File: config.mk
export PLATFORM = sky130hd
export DESIGN_NAME = user_code_loader
export DESIGN_NICKNAME = d
export VERILOG_FILES = /design/src/rtl/user_code_loader.sv
export SDC_FILE = /design/constraint.sdc
export NUM_CORES = 1
export LEC_CHECK = 0
export ABC_AREA = 0
export CORE_ASPECT_RATIO = 1.2
export CORE_MARGIN = 4
export CORE_UTILIZATION = 49
export DETAILED_ROUTE_END_ITERATION = 7
export GPL_TIMING_DRIVEN = 0
export PLACE_DENSITY = 0.76
export SLEW_MARGIN = 20
export SYNTH_ARGS = -nofsm -noshare
export SYNTH_HDL_FRONTEND = slang
export SYNTH_SLANG_ARGS = --single-unit
File: constraint.sdc
create_clock -name clk -period 2.18 [get_ports clk]
set_input_delay 0.654 -clock clk [delete_from_list [all_inputs] [get_ports clk]]
set_output_delay 0.654 -clock clk [all_outputs]
set_load 0.05 [all_outputs]
File: src/rtl/user_code_loader.sv
// Byte-stream loader for the i281 user code store: frames LEN, 2*N data bytes, CHK,
// assembles high-byte-first instruction words and strobes them into code memory.
module user_code_loader #(
    parameter int DEPTH = 32,
    parameter int AW    = $clog2(DEPTH)
) (
    input  logic          clk,
    input  logic          reset,
    input  logic          start,
    input  logic [7:0]    rx_data,
    input  logic          rx_valid,
    output logic          rx_ready,
    output logic          wr_en,
    output logic [AW-1:0] wr_addr,
    output logic [15:0]   wr_data,
    output logic          busy,
    output logic          done,
    output logic          err,
    output logic [AW:0]   words_loaded
);

    typedef enum logic [2:0] {
        S_IDLE,
        S_LEN,
        S_HI,
        S_LO,
        S_CHK,
        S_DONE,
        S_ERR
    } state_t;

    localparam logic [8:0] DEPTH_W = 9'(DEPTH);

    state_t        state;
    state_t        state_next;
    logic [AW:0]   word_count;
    logic [7:0]    hi_byte;
    logic [7:0]    sum;
    logic [AW-1:0] addr;
    logic          xfer;
    logic          arm;
    logic          len_bad;
    logic          last_word;
    logic [AW:0]   len_words;

    assign xfer      = rx_valid && rx_ready;
    assign len_bad   = {1'b0, rx_data} > DEPTH_W;
    assign len_words = (rx_data == 8'd0) ? (AW+1)'(DEPTH) : (AW+1)'(rx_data);
    assign last_word = (words_loaded + (AW+1)'(1)) == word_count;

    always_ff @(posedge clk or posedge reset) begin
        if (reset) begin
            state <= S_IDLE;
        end else begin
            state <= state_next;
        end
    end

    // done and err are simply the terminal states, so they stay sticky until re-armed
    always_comb begin
        state_next = state;
        busy       = 1'b0;
        done       = 1'b0;
        err        = 1'b0;
        arm        = 1'b0;
        unique case (state)
            S_IDLE, S_DONE, S_ERR: begin
                done = (state == S_DONE);
                err  = (state == S_ERR);
                if (start) begin
                    arm        = 1'b1;
                    state_next = S_LEN;
                end
            end
            S_LEN: begin
                busy = 1'b1;
                if (xfer) state_next = len_bad ? S_ERR : S_HI;
            end
            S_HI: begin
                busy = 1'b1;
                if (xfer) state_next = S_LO;
            end
            S_LO: begin
                busy = 1'b1;
                if (xfer) state_next = last_word ? S_CHK : S_HI;
            end
            S_CHK: begin
                busy = 1'b1;
                if (xfer) state_next = (rx_data == sum) ? S_DONE : S_ERR;
            end
            default: state_next = S_IDLE;
        endcase
        rx_ready = busy;
    end

    // Word assembly, checksum and the registered write port
    always_ff @(posedge clk or posedge reset) begin
        if (reset) begin
            word_count   <= '0;
            hi_byte      <= '0;
            sum          <= '0;
            addr         <= '0;
            words_loaded <= '0;
            wr_en        <= 1'b0;
            wr_addr      <= '0;
            wr_data      <= '0;
        end else begin
            wr_en <= 1'b0;
            if (arm) begin
                sum          <= '0;
                addr         <= '0;
                words_loaded <= '0;
            end
            if (xfer) begin
                case (state)
                    S_LEN: word_count <= len_words;
                    S_HI: begin
                        hi_byte <= rx_data;
                        sum     <= sum + rx_data;
                    end
                    S_LO: begin
                        wr_en        <= 1'b1;
                        wr_addr      <= addr;
                        wr_data      <= {hi_byte, rx_data};
                        addr         <= addr + AW'(1);
                        words_loaded <= words_loaded + (AW+1)'(1);
                        sum          <= sum + rx_data;
                    end
                    default: ;
                endcase
            end
        end
    end

endmodule

Yosys cells after proc, flatten, opt, wreduce, memory -nomap -nowiden
Index checks and enable logic that the tools add are counted.
{ "classes": {"n_eq_ne": 13, "n_addsub": 3, "order_cmp": 1, "n_mux": 26, "n_reduce_logical": 10} }
{ "ops": {"columns": ["cell", "count"], "rows": [
  ["$mux W6", 4],
  ["$mux W8", 3],
  ["$mux W3", 7],
  ["$mux W5", 3],
  ["$pmux W3 S5", 1],
  ["$ne A2 B2 Y1 const B", 5],
  ["$eq A3 B3 Y1 const B", 3],
  ["$add A8 B8 Y8", 1],
  ["$eq A8 B8 Y1", 1],
  ["$gt A8 B6 Y1 const B", 1],
  ["$logic_not A8 Y1", 1],
  ["$mux W1", 7],
  ["$add A6 B1 Y6 const B", 1],
  ["$eq A3 B2 Y1 const B", 2],
  ["$eq A6 B6 Y1", 1],
  ["$reduce_and A2 Y1", 3],
  ["$add A5 B1 Y5 const B", 1],
  ["$reduce_and A5 Y1", 1],
  ["$reduce_or A4 Y1", 1],
  ["$eq A3 B1 Y1 const B", 1],
  ["$logic_not A3 Y1", 1],
  ["$reduce_or A3 Y1", 1],
  ["$mux W2", 1],
  ["$reduce_or A2 Y1", 1],
  ["$logic_and A1 B1 Y1", 1]
]} }
{ "totals": {"register_bits": 58, "word_cells": 62, "output_inout_bits": 32} }

Depth between registers and ports, before layout
{ "depth": {"ltp_word": 6, "ltp_mapped": 9, "mapped_depth_nobuf": 9} }

Worst setup path after synthesis
OpenSTA, ideal clock, no wires.
{ "synth_path": {"path_type": "reg-to-output", "from": "reg state[2]", "to": "out rx_ready", "path_slack_ns": -0.411, "required_time_ns": 1.526, "arrival_ns": 1.937, "path_stages_with_launch": 5, "path_buffers": 3, "path_cell_list": "dfrtp_1 -> buf_2 -> clkbuf_1 -> xnor2_1 -> buf_4"} }
{ "synth_between": {"elab_chain_cells": 3} }
{ "synth_rtl": {"columns": ["element", "line_no", "rtl"], "rows": [
  ["from (decl)", "34", "state_t state;"],
  ["from (signal assigned)", "55", "state <= state_next;"],
  ["$eq A3 B3 Y1, or another cell as far along", "66", "unique case (state)"],
  ["$reduce_or A4 Y1 (no source line) *", null, null],
  ["$mux W1 *", "66", null],
  ["to (decl)", "12", "output logic rx_ready,"]
]} }
Every way passes the cells marked *; elsewhere a longest branch is shown, timed or not.

Worst setup path in the final report
{ "layout_path": {"from": "reg wr_data[12]", "to": "out wr_data[12]"} }
{ "layout_rtl": {"columns": ["element", "line_no", "rtl"], "rows": [
  ["from (decl)", "15", "output logic [15:0] wr_data,"],
  ["from (signal assigned)", "124", "wr_data <= {hi_byte, rx_data};"]
]} }
No word-level cell between the ends.

==> impl_results.md <==
- Top achievable clock speed: 0.467 GHz
- Max clock buf depth: 2
- Worst setup SP type: flip-flop
- Yosys reg bits: 58
- Cells after synthesis: 319
- Mapped Nets: 341
- Nets: 401
- CP required: 1.53 ns
- Antenna diodes: 0
- Crit-path max cell delay: 0.80 ns
- Final worst setup slack: 0.0393 ns
- Root Driver: clkbuf_8
- DR vias: 2549
- Most frequent cells in the layout: nand2_1, dfrtp_1, o21ai_0
- Area Overhead vs Synth: 31.7%
- Die Ht: 93.2 µm
- Depth of the CTS H-tree: 3
- Core area: 0.00578 mm²
- Critical path peak fanout: 2
- Drt first pass iters: 4
- Clock latency on the worst-skew pair: 0.34 ns
- TNS Setup: 0 ns
- TritonCTS clock tree: done
- Worst Path Arrival: 1.49 ns
- Pins Over Slew Limit: 0
- Final Setup Violations: 0
- Worst slack, placed: -0.801 ns
- Final Non-Filler Cells: 464
- Max-Cap Viols: 0
- Worst slew margin: 0.522
- Post-Syn Area: 0.00297 mm²
- DRC: 0
- Peak VDD IR: 0.756 mV
- Fin crit share: 0.982
- Clk slew on worst S/H paths: 0.07 ns
- Actual slew at the worst max-slew pin: 0.718 ns
- Hold Vio Cnt, Final: 0
- Port bufs: 42
- CP max-delay cell: clkdlybuf4s50_1
- Avg Inst Size Synth: 9.30 µm²
- Gr ovfl total: 0
- Vias in the first global route: 2477
- CP delay by family, top: buffers and inverters
- P per Cell Area: 1660 mW/mm²
- Commonest non-fill, non-tap cell in the layout: nand2_1
- Antenna violations before repair: 0
- Fin crit period: 2.14 ns
- Num CTS Buffers: 9
- Hold_buf cts: 0
- Die W: 79.0 µm
- Layout cells sized above 1: 0.177
- CTS Sinks: 58
- DP Wirelength: 4.85 mm
- Largest net degree at the start of global routing: 59
- Post-synth ARST share: 1.00
- I/O pins: 44
- Register area share after synthesis: 0.489
- Die area: 0.00737 mm²
- Post-synth cell types: 44
- Gpl congestion: 0.893
- FP Rows: 30
- Critical path cell sequence: clkdlybuf4s50_1
- # fillers: 459
- Yosys warns: 0
- Leak: 1.99 nW
- Max Clock Skew: 0.00747 ns
- Hold Crit Class: reg2reg
- Crit path capture type: output port
- Dpl cells: 441
- Synth Flop Type: dfrtp_1
- EDFF count, synth: 0
- Antenna Nets Post-Route: 0
- Routed WL: 7.44 mm
- RSZ-0062 raised after global routing: yes
- First DRT Iteration DRCs: 158
- Status: completed
- WP buf/inv: 1
- Vias per cell: 5.49
- Initial Util: 0.513
- Flop2flop setup slack: 0.26 ns
- WS Path Type: reg2out
- WL/cell: 16.0 µm
- Total global-route track usage: 0.212
- First-pass GRT wire length: 12.1 mm
- Total power: 6.47 mW
## stage by stage
stage / instance area [µm²] / hold slack (ns) / utilization
floorplan: 2990 / 0.435 / -
global placement: 3510 / 0.443 / 0.606
detailed placement: 3510 / 0.460 / 0.607
CTS: 3760 / 0.477 / 0.651
global route: 3910 / 0.488 / 0.676
finish: 3910 / 0.471 / 0.676
## layout make-up
| class | instances | area (µm²) | share of cell area |
|---|---|---|---|
| Sequential cell | 58 | 1450 | 0.372 |
| Inverter | 10 | 40.0 | 0.0102 |
| Clock inverter | 6 | 90.1 | 0.0231 |
| Timing Repair Buffer | 50 | 504 | 0.129 |
| Clock buffer | 10 | 138 | 0.0352 |
| Tap cell | 80 | 100 | 0.0256 |
| Buffer | 15 | 90.1 | 0.0231 |
| Multi-Input combinational cell | 235 | 1490 | 0.382 |
## worst reg2reg max path: cells and delay by family (launching register included)
kind / cells / cell delay (ns)
XOR/XNOR: 1 / 0.15
flip-flops: 1 / 0.41
adder cells (fa/ha/maj): 1 / 0.33
AND/OR/NAND/NOR: 1 / 0.13
AO/OA/AOI/OAI: 3 / 0.63
multiplexers: 1 / 0.19
## repair_timing
action                     in CTS  in global routing
gates cloned                    0                  0
gates resized for setup        44                 35
setup buffers                   1                  7
setup endpoints to repair      13                 55
pin swaps                       1                  1
## layer usage
metal  share of wire  up-vias  global-route usage
met5               0        -                   0
met4           0.023        0              0.0874
li1                -     1208                   -
met1            0.41     1252               0.268
met3           0.052       15              0.0366
met2            0.52       74               0.357
## registers in the layout (all words and copies together) (netlist names)
| name | flops |
|---|---|
| state | 3 |
| addr | 5 |
| hi_byte | 8 |
| wr_en | 1 |
| words_loaded | 6 |
| wr_addr | 5 |
| word_count | 6 |
| sum | 8 |
| wr_data | 16 |
## logic make-up after synthesis
group / synth area share
AOI/OAI and AO/OA: 0.121
xor gates and xnor gates: 0.0354
adders and majority gates: 0.0481
buffers and inverters: 0.0392
DFF: 0.489
muxes: 0.0595
and+or+nand+nor: 0.208
## where the power goes
group          internal, mW  total, mW  switching, mW
Clock                 0.677       1.14          0.466
Sequential             1.56       1.93          0.368
Combinational          1.34       3.40           2.06
## synthesized netlist by cell type, types with 4 or more instances
library cell / n / area, µm²
nand2_1: 85 / 319
clkbuf_1: 7 / 26.3
o22ai_1: 5 / 31.3
xnor2_1: 8 / 70.1
nor2b_1: 5 / 31.3
mux2_2: 13 / 146
nand3_1: 6 / 30.0
inv_1: 10 / 37.5
xor2_1: 4 / 35.0
ha_1: 9 / 113
nor3_1: 5 / 25.0
o31ai_1: 5 / 37.5
dfrtp_1: 58 / 1450
buf_2: 6 / 30.0
a21oi_1: 10 / 50.1
o21ai_0: 21 / 105
and2_1: 6 / 37.5
nor2_1: 16 / 60.1
## path summary, 6_finish.rpt
path / end / from / depth (start not counted)
worst max-delay path: wr_data[12] / wr_data[12] / 1
worst min-delay path: wr_data[11] / hi_byte[3] / 2
worst max register to register: sum[7] / sum[1] / 7
worst min register to register: wr_data[11] / hi_byte[3] / 2
max in group asynchronous: state[1] / reset / 2
min in group asynchronous: wr_addr[4] / reset / 2
No activity file was read; power rests on OpenSTA's default activity.
